===== src/rtl/rsa_modexp_engine.sv =====
// Constant-time modular exponentiation C = M^E mod P.
// Uses left-to-right square-and-always-multiply over a bit-serial interleaved modular multiplier.
module rsa_modexp_engine #(
    parameter int unsigned WIDTH     = 8,
    parameter int unsigned EXP_WIDTH = WIDTH
) (
    input  logic                 clk,
    input  logic                 rst,
    input  logic                 ena,
    input  logic                 start,
    input  logic                 stop,
    input  logic [WIDTH-1:0]     P,
    input  logic [EXP_WIDTH-1:0] E,
    input  logic [WIDTH-1:0]     M,
    input  logic                 irq_clr,
    output logic                 busy,
    output logic                 done,
    output logic                 err,
    output logic                 irq,
    output logic [WIDTH-1:0]     C
);

    localparam int unsigned CW = (WIDTH > 1) ? $clog2(WIDTH) : 1;
    localparam int unsigned KW = (EXP_WIDTH > 1) ? $clog2(EXP_WIDTH) : 1;
    localparam logic [CW-1:0] CNT_LAST = CW'(WIDTH - 1);
    localparam logic [KW-1:0] K_FIRST  = KW'(EXP_WIDTH - 1);

    typedef enum logic [2:0] {
        S_IDLE,
        S_REDUCE,
        S_SQR,
        S_MUL,
        S_DONE
    } state_t;

    state_t               r_state;
    logic [WIDTH-1:0]     r_p;
    logic [EXP_WIDTH-1:0] r_e;
    logic [WIDTH-1:0]     r_mr;
    logic [WIDTH-1:0]     r_r;
    logic [WIDTH-1:0]     r_acc;
    logic [WIDTH-1:0]     r_a;
    logic [WIDTH-1:0]     r_b;
    logic [CW-1:0]        r_cnt;
    logic [KW-1:0]        r_k;

    logic [WIDTH:0]       w_pe;
    logic [WIDTH:0]       w_t2;
    logic [WIDTH:0]       w_t1;
    logic [WIDTH:0]       w_t0;
    logic [WIDTH-1:0]     w_acc_next;
    logic [WIDTH-1:0]     w_r_mul;
    logic                 w_last;

    // One interleaved step: acc = (2*acc + a_msb*b) mod P, kept below P.
    always_comb begin
        w_pe       = {1'b0, r_p};
        w_t2       = {r_acc, 1'b0};
        w_t1       = (w_t2 >= w_pe) ? (w_t2 - w_pe) : w_t2;
        w_t0       = r_a[WIDTH-1] ? (w_t1 + {1'b0, r_b}) : w_t1;
        w_acc_next = (w_t0 >= w_pe) ? WIDTH'(w_t0 - w_pe) : WIDTH'(w_t0);
        w_r_mul    = r_e[EXP_WIDTH-1] ? w_acc_next : r_r;
        w_last     = (r_cnt == CNT_LAST);
    end

    always_ff @(posedge clk) begin
        if (rst) begin
            r_state <= S_IDLE;
            r_p     <= '0;
            r_e     <= '0;
            r_mr    <= '0;
            r_r     <= '0;
            r_acc   <= '0;
            r_a     <= '0;
            r_b     <= '0;
            r_cnt   <= '0;
            r_k     <= '0;
            busy    <= 1'b0;
            done    <= 1'b0;
            err     <= 1'b0;
            irq     <= 1'b0;
            C       <= '0;
        end else if (ena) begin
            done <= 1'b0;
            // Clear first so a completion in the same cycle re-sets irq.
            if (irq_clr)
                irq <= 1'b0;
            if (stop) begin
                if (r_state != S_IDLE) begin
                    r_state <= S_IDLE;
                    busy    <= 1'b0;
                end
            end else begin
                case (r_state)
                    S_IDLE: begin
                        if (start) begin
                            r_p <= P;
                            r_e <= E;
                            err <= 1'b0;
                            if (P <= WIDTH'(1)) begin
                                r_state <= S_DONE;
                                C       <= '0;
                                err     <= 1'b1;
                                done    <= 1'b1;
                                irq     <= 1'b1;
                            end else begin
                                r_state <= S_REDUCE;
                                busy    <= 1'b1;
                                r_r     <= WIDTH'(1);
                                r_k     <= K_FIRST;
                                r_a     <= M;
                                r_b     <= WIDTH'(1);
                                r_acc   <= '0;
                                r_cnt   <= '0;
                            end
                        end
                    end
                    S_REDUCE, S_SQR, S_MUL: begin
                        r_acc <= w_acc_next;
                        r_a   <= r_a << 1;
                        r_cnt <= r_cnt + CW'(1);
                        if (w_last) begin
                            r_acc <= '0;
                            r_cnt <= '0;
                            if (r_state == S_REDUCE) begin
                                r_mr    <= w_acc_next;
                                r_a     <= r_r;
                                r_b     <= r_r;
                                r_state <= S_SQR;
                            end else if (r_state == S_SQR) begin
                                r_r     <= w_acc_next;
                                r_a     <= w_acc_next;
                                r_b     <= r_mr;
                                r_state <= S_MUL;
                            end else begin
                                // Multiply result is always computed, kept only when E[k]=1.
                                r_r <= w_r_mul;
                                r_e <= r_e << 1;
                                if (r_k == '0) begin
                                    r_state <= S_DONE;
                                    busy    <= 1'b0;
                                    done    <= 1'b1;
                                    irq     <= 1'b1;
                                    C       <= w_r_mul;
                                end else begin
                                    r_k     <= r_k - KW'(1);
                                    r_a     <= w_r_mul;
                                    r_b     <= w_r_mul;
                                    r_state <= S_SQR;
                                end
                            end
                        end
                    end
                    S_DONE: r_state <= S_IDLE;
                    default: r_state <= S_IDLE;
                endcase
            end
        end
    end

endmodule


===== config.mk =====
export PLATFORM = sky130hd
export DESIGN_NAME = rsa_modexp_engine
export DESIGN_NICKNAME = d
export VERILOG_FILES = /design/src/rtl/rsa_modexp_engine.sv
export SDC_FILE = /design/constraint.sdc
export NUM_CORES = 1
export LEC_CHECK = 0
export CORE_MARGIN = 2
export CORE_UTILIZATION = 55
export CTS_CLUSTER_DIAMETER = 40
export DETAILED_ROUTE_END_ITERATION = 10
export HOLD_SLACK_MARGIN = 0.03
export PLACE_DENSITY = 0.82
export SYNTH_ARGS = -nofsm -noshare
export SYNTH_HDL_FRONTEND = slang
export SYNTH_SLANG_ARGS = --single-unit

===== constraint.sdc =====
create_clock -name clk -period 6.5 [get_ports clk]
set_clock_uncertainty 0.05 [all_clocks]
set_input_delay 0.975 -clock clk [delete_from_list [all_inputs] [get_ports clk]]
set_output_delay 0.975 -clock clk [all_outputs]
set_load 0.005 [all_outputs]

Word-level counts from Yosys, hierarchy flattened:

Index checks and enable logic that the tools add are counted.

* reductions and logical operators: 16
* $add $sub $neg: 5
* bitwise operators: 1
* order comparisons: 3
* muxes and demuxes: 84
* eq/ne operators: 20

Operators with widths (number)
* 8-bit two-way mux: 30
* 8-bit case mux with 2 select lines: 6
* 3-bit two-way mux: 17
* 9-bit AND reduction: 3
* 1-bit two-way mux: 23
* 7-bit AND reduction: 3
* 9-bit by 8-bit >= comparator with 1-bit output: 2
* 9-bit two-way mux: 2
* 3-bit inequality test, second input constant: 6
* 3-bit case mux with 2 select lines: 3
* 2-bit inequality test, second input constant: 8
* 5-bit AND reduction: 2
* 9-bit by 8-bit adder with 9-bit output: 1
* 9-bit by 8-bit subtractor with 9-bit output: 1
* 8-bit by 1-bit <= comparator with 1-bit output, second input constant: 1
* 4-bit AND reduction: 2
* 8-bit subtractor: 1
* 3-bit by 2-bit equality test with 1-bit output, second input constant: 2
* 3-bit zero test: 2
* 1-bit case mux with 2 select lines: 3
* 3-bit nonzero test: 2
* 4-bit inequality test, second input constant: 1
* 3-bit by 1-bit adder with 3-bit output, second input constant: 1
* 3-bit by 1-bit equality test with 1-bit output, second input constant: 1
* 6 further kinds: 6

* word-level logic and storage cells: 144
* bits in registers: 77
* input bits: 30
* output and inout bits: 12

Longest topological paths before layout:

* depth in word-level cells: 12
* gate-level depth with buffers: 26
* gate-level depth less buffers: 24

Worst setup path before layout:

OpenSTA, ideal clock, no wires.

* kind: register to register
* start point: register r_p[1]
* end point: register r_b[5]
* required time: 6319 ps
* path buffers: 1
* slack: 1148 ps
* arrival: 5170 ps
* clock period less this slack: 5352 ps
* setup time: 131 ps
* cell stages (with the launch flop): 23
* path through: dfxtp_1 -> inv_1 -> ha_1 -> nor2b_1 -> o21ai_1 -> a31o_2 -> nand2_1 -> clkbuf_1 -> mux2i_1 -> fa_1 -> nand2b_1 -> a21oi_1 -> a31oi_1 -> mux2_2 -> o311ai_1 -> ha_1 -> and3_1 -> a41o_2 -> nor4b_1 -> mux2i_4 -> mux2_4 -> a31oi_1 -> o41ai_2

* word-level cells in the longest chain between the ends: 12
* elaborated cells on any way between the ends: 14
* classes of those cells: add/sub (3); order compare (2); mux (9)

RTL lines
* start, declared: line 37 `logic [WIDTH-1:0] r_p;`
* start signal, assigned: line 69 `r_p <= '0;`
* start signal, assigned: line 97 `r_p <= P;`
* 9-bit by 8-bit subtractor with 9-bit output or 9-bit by 8-bit >= comparator with 1-bit output (tied branches): line 59 `w_t1 = (w_t2 >= w_pe) ? (w_t2 - w_pe) : w_t2;`
* 9-bit two-way mux: line 59
* 9-bit by 8-bit adder with 9-bit output: line 60 `w_t0 = r_a[WIDTH-1] ? (w_t1 + {1'b0, r_b}) : w_t1;`
* 9-bit two-way mux: line 60
* 8-bit subtractor or 9-bit by 8-bit >= comparator with 1-bit output (tied branches): line 61 `w_acc_next = (w_t0 >= w_pe) ? WIDTH'(w_t0 - w_pe) : WIDTH'(w_t0);`
* 8-bit two-way mux (*): line 61
* 8-bit two-way mux (*): line 62 `w_r_mul = r_e[EXP_WIDTH-1] ? w_acc_next : r_r;`
* 8-bit two-way mux (*): line 139 `if (r_k == '0) begin`
* 8-bit two-way mux (*): line 130 `end else if (r_state == S_SQR) begin`
* 8-bit two-way mux (*): line 125 `if (r_state == S_REDUCE) begin`
* 8-bit two-way mux (*): line 122 `if (w_last) begin`
* 8-bit case mux with 2 select lines (*): line 94 `case (r_state)`
* end signal, assigned: line 128 `r_b <= r_r;`
* end signal, assigned: line 133 `r_b <= r_mr;`
* end signal, assigned: line 148 `r_b <= w_r_mul;`
* end, declared: line 43 `logic [WIDTH-1:0] r_b;`

Mark *: on every way between the ends. The rest lies on a longest branch, timed or not. The select of a mux whose other input is x is not followed.
A chain may end at the register's enable or synchronous reset.

Final worst setup path:

* start point: register r_p[1]
* end point: register r_a[4]

* word-level cells in the longest chain between the ends: 12
* elaborated cells on any way between the ends: 14
* classes of those cells: add/sub (3); order compare (2); mux (9)

RTL lines
* 9-bit by 8-bit subtractor with 9-bit output or 9-bit by 8-bit >= comparator with 1-bit output (tied branches): line 59
* 9-bit two-way mux: line 59
* 9-bit by 8-bit adder with 9-bit output: line 60
* 9-bit two-way mux: line 60
* 8-bit subtractor or 9-bit by 8-bit >= comparator with 1-bit output (tied branches): line 61
* 8-bit two-way mux (*): line 61
* 8-bit two-way mux: line 62
* 8-bit two-way mux: line 139
* 8-bit two-way mux (*): line 130
* 8-bit two-way mux (*): line 125
* 8-bit two-way mux (*): line 122
* 8-bit case mux with 2 select lines (*): line 94
* end signal, assigned: line 120 `r_a <= r_a << 1;`
* end signal, assigned: line 127 `r_a <= r_r;`
* end signal, assigned: line 132 `r_a <= w_acc_next;`
* end, declared: line 42 `logic [WIDTH-1:0] r_a;`

Mark *: on every way between the ends. The rest lies on a longest branch, timed or not.

==> key figures <==
Run status
  • Status: completed

Floorplanning
  • Standard-cell rows: 36
  • Die ar.: 0.0106 mm²
  • Die X: 103 µm
  • Starting Density: 0.560
  • Ports: 42
  • Std-Cell Core Area: 0.00964 mm²
  • Chip height: 103 µm

Route
  • Remaining DRCs: 0
  • 1st-pass router iterations: 5
  • WL/cell: 18.9 µm
  • Final ANT Viol Nets: 0
  • DR vias: 5539
  • Vias per cell: 6.46
  • Drt total wl: 16200 µm
  • Initial DRC Count: 530

Timing
  • Slew headroom: 0.287
  • Least-Margin Pin Slew: 1060 ps
  • Max Slew Vio Count: 0
  • Max Clk Rate: 0.164 GHz
  • Final setup viols: 0
  • Setup TNS: 0 ps
  • Period utilisation layout: 0.936
  • Tmin final: 6090 ps
  • Final WS setup: 414 ps
  • RSZ-0062 raised after global routing: no
  • Final Hold Fails: 0

Logic synthesis
  • Flops & latches, synth: 77
  • Post-synthesis compound-gate area fraction: 0.280
  • Main combinational cell family by area after synthesis: compound AO/OA/AOI/OAI gates
  • Synth area leader: dfxtp_1
  • Top post-synthesis cells by area: dfxtp_1 29%, ha_1 6.7%, nor2_1 6.7%, nand2_1 4.9%, a21oi_1 4.7%
  • Post-synth ARST share: 0
  • EDFF count, synth: 0
  • Cell variety after synth: 78
  • Net Count, Synth: 759
  • Synth warn: 0
  • Post-synthesis share of cell area spent on full adders, half adders and majority gates: 0.0783
  • Main synth FF type: dfxtp_1
  • Syn_area_per_cell: 7.74 µm²
  • Synth Cell Area: 0.00540 mm²
  • Post-synthesis sequential area ratio: 0.286
  • Yosys top cell area share: 0.286
  • Post-Synth XOR/XNOR Area: 0.0130
  • Most frequent cell after synthesis: nor2_1
  • Post-Syn Instances: 697
  • Synth Area in Simple Gates: 0.244
  • Post-synthesis mux area share: 0.0503
  • Synth cell count leaders: 96 x nor2_1, 77 x dfxtp_1, 71 x nand2_1, 51 x a21oi_1, 36 x o21ai_0

Global route
  • Antenna violations before repair: 1
  • First-pass GRT wire length: 26100 µm
  • Total track usage: 0.315
  • GRT Residual Overflow: 0
  • Largest net degree at the start of global routing: 71
  • Vias in the first global route: 5108

Power and ir drop
  • Worst vdd ir: 141 µV
  • Sw frac: 0.380
  • Internal: 804 µW
  • Leak: 0.00223 µW
  • PD cells: 214 mW/mm²
  • NetSw: 493 µW
  • Clock power frac: 0.256
  • Total power draw: 1300 µW
  • Gate power share: 0.363
  • Sequential Power Share: 0.381

Job
  • Max cap viols: 0

Setup path
  • Crit Path Category: flop to flop
  • Startpoint Class: flop
  • Critical path capture point type: flop
  • Biggest fanout along the worst timing path: 11
  • Flop-to-flop setup slack: 410 ps
  • Critical Path RT: 6710 ps
  • Cells on worst reg2reg path: 23
  • Critical R2R Capture: r_a[4]
  • R2R Path Start: r_p[1]
  • Crit path DAT: 6300 ps

Clocking
  • H-tree Lvls: 3
  • Clock slew seen by the registers of the worst setup and hold paths: 90 ps
  • CTS resizes: 0
  • CTS root buffer: clkbuf_8
  • Worst-Skew Late Latency: 370 ps
  • Post-CTS Setup Inserts: 0
  • Clock buffer depth: 2
  • TritonCTS Buffers: 9
  • CTS Sinks: 77
  • CTS tree: yes
  • Post-CTS Hold Buffers: 0

Place
  • Dpl hpwl: 11600 µm
  • GP Congestion: 0.977
  • Place WS: 470 ps
  • IO buf count: 41

Layout
  • Final net count: 782
  • Area grow syn2layout: 12.1%
  • Filler instances: 879
  • N_diodes: 0
  • Share of cells above drive strength 1: 0.0773

Min path
  • Hold EP: C[7]
  • Worst hold path depth: 2
  • Hold Crit Class: flop to flop
  • HP Start: C[7]
[sequential cells by signal, indices dropped and copies added (netlist names), 8 cells and up]
register / cells
C: 8
r_p: 8
r_a: 8
r_e: 8
r_mr: 8
r_r: 8
r_acc: 8
r_b: 8
[kinds of logic (layout without fill, tap and decap cells)]
| group | Yosys count | after routing |
|---|---|---|
| XOR/XNOR | 8 | 8 |
| AO/OA/AOI/OAI | 209 | 209 |
| AND/OR/NAND/NOR | 281 | 281 |
| flip-flops | 77 | 77 |
| adder cells (fa/ha/maj) | 32 | 32 |
| buffers and inverters | 68 | 95 |
| multiplexers | 22 | 22 |
[cells in the final DEF (no fill, tap or decap), types with 9 or more instances in the layout]
cell type        count
nor3_1              24
nor2b_1             13
nand3_1             22
clkdlybuf4s50_1     40
o21ai_0             36
clkbuf_8             9
nand2b_1            15
a311oi_1            11
ha_1                29
inv_1               34
nor2_1              96
a22oi_1             17
mux2i_1             13
a21oi_1             51
dfxtp_1             77
nand2_1             71
nor4_1               9
[power groups by stage]
stage | Clock (µW) | Combinational, µW | Sequential [µW]
2_1_floorplan | 0 | 340 | 498
5_1_grt | 350 | 507 | 496
3_5_place_dp | 0 | 450 | 505
3_3_place_gp | 0 | 441 | 504
6_report | 332 | 470 | 495
4_1_cts | 330 | 453 | 494
[final cells by class]
class,count,area (µm²),area share
timing repair buffer,46,443,0.0732
inverter,34,128,0.0211
clock buffer,11,131,0.0217
sequential,77,1540,0.255
tap,133,166,0.0275
clock inverter,4,33.8,0.00558
multi-input combinational,552,3610,0.596
[routing by layer]
metal | GRT usage | wire length, µm | vias up
met5 | 0 | 13 | -
met4 | 0.113 | 386 | 2
met3 | 0.0685 | 1580 | 36
met2 | 0.495 | 7470 | 321
met1 | 0.428 | 6720 | 2586
li1 | - | - | 2594
[stage by stage]
step,std cells,hold slack [ps],instance area [µm²],util
after detailed placement,842,384,5880,0.610
after global placement,842,380,5880,0.610
after CTS,857,395,6040,0.627
final,857,392,6050,0.628
after global routing,857,429,6050,0.628
after floorplan,697,385,5400,-
[worst max-delay path, stage by stage (launching register included)]
cell and delay (ps):
dfxtp_1 380, inv_1 110, ha_1 340, nor2b_1 150, o21ai_1 350, a31o_2 350
nand2_1 260, mux2i_1 340, inv_1 80, ha_1 280, nand3_1 100, a32oi_1 340
mux2i_1 140, a41oi_1 190, o31ai_1 140, ha_1 400, and3_1 240, o21a_1 110
o31a_2 140, nor4b_1 480, mux2i_4 260, mux2_2 430, nor3b_1 240, nor4_1 70
[worst max-delay path by stage]
stage / slack, ps / end / cells past startpoint / start
6_report: 410 / r_a[4] / 23 / r_p[1]
5_1_grt: 20 / r_b[6] / 24 / r_p[1]
4_1_cts: 420 / r_b[1] / 23 / r_p[1]
3_5_place_dp: 470 / r_b[1] / 23 / r_p[1]
3_3_place_gp: 700 / r_a[1] / 22 / r_p[1]
2_1_floorplan: 1150 / r_b[5] / 22 / r_p[1]
Note: power is estimated with default switching activity, not from simulation.
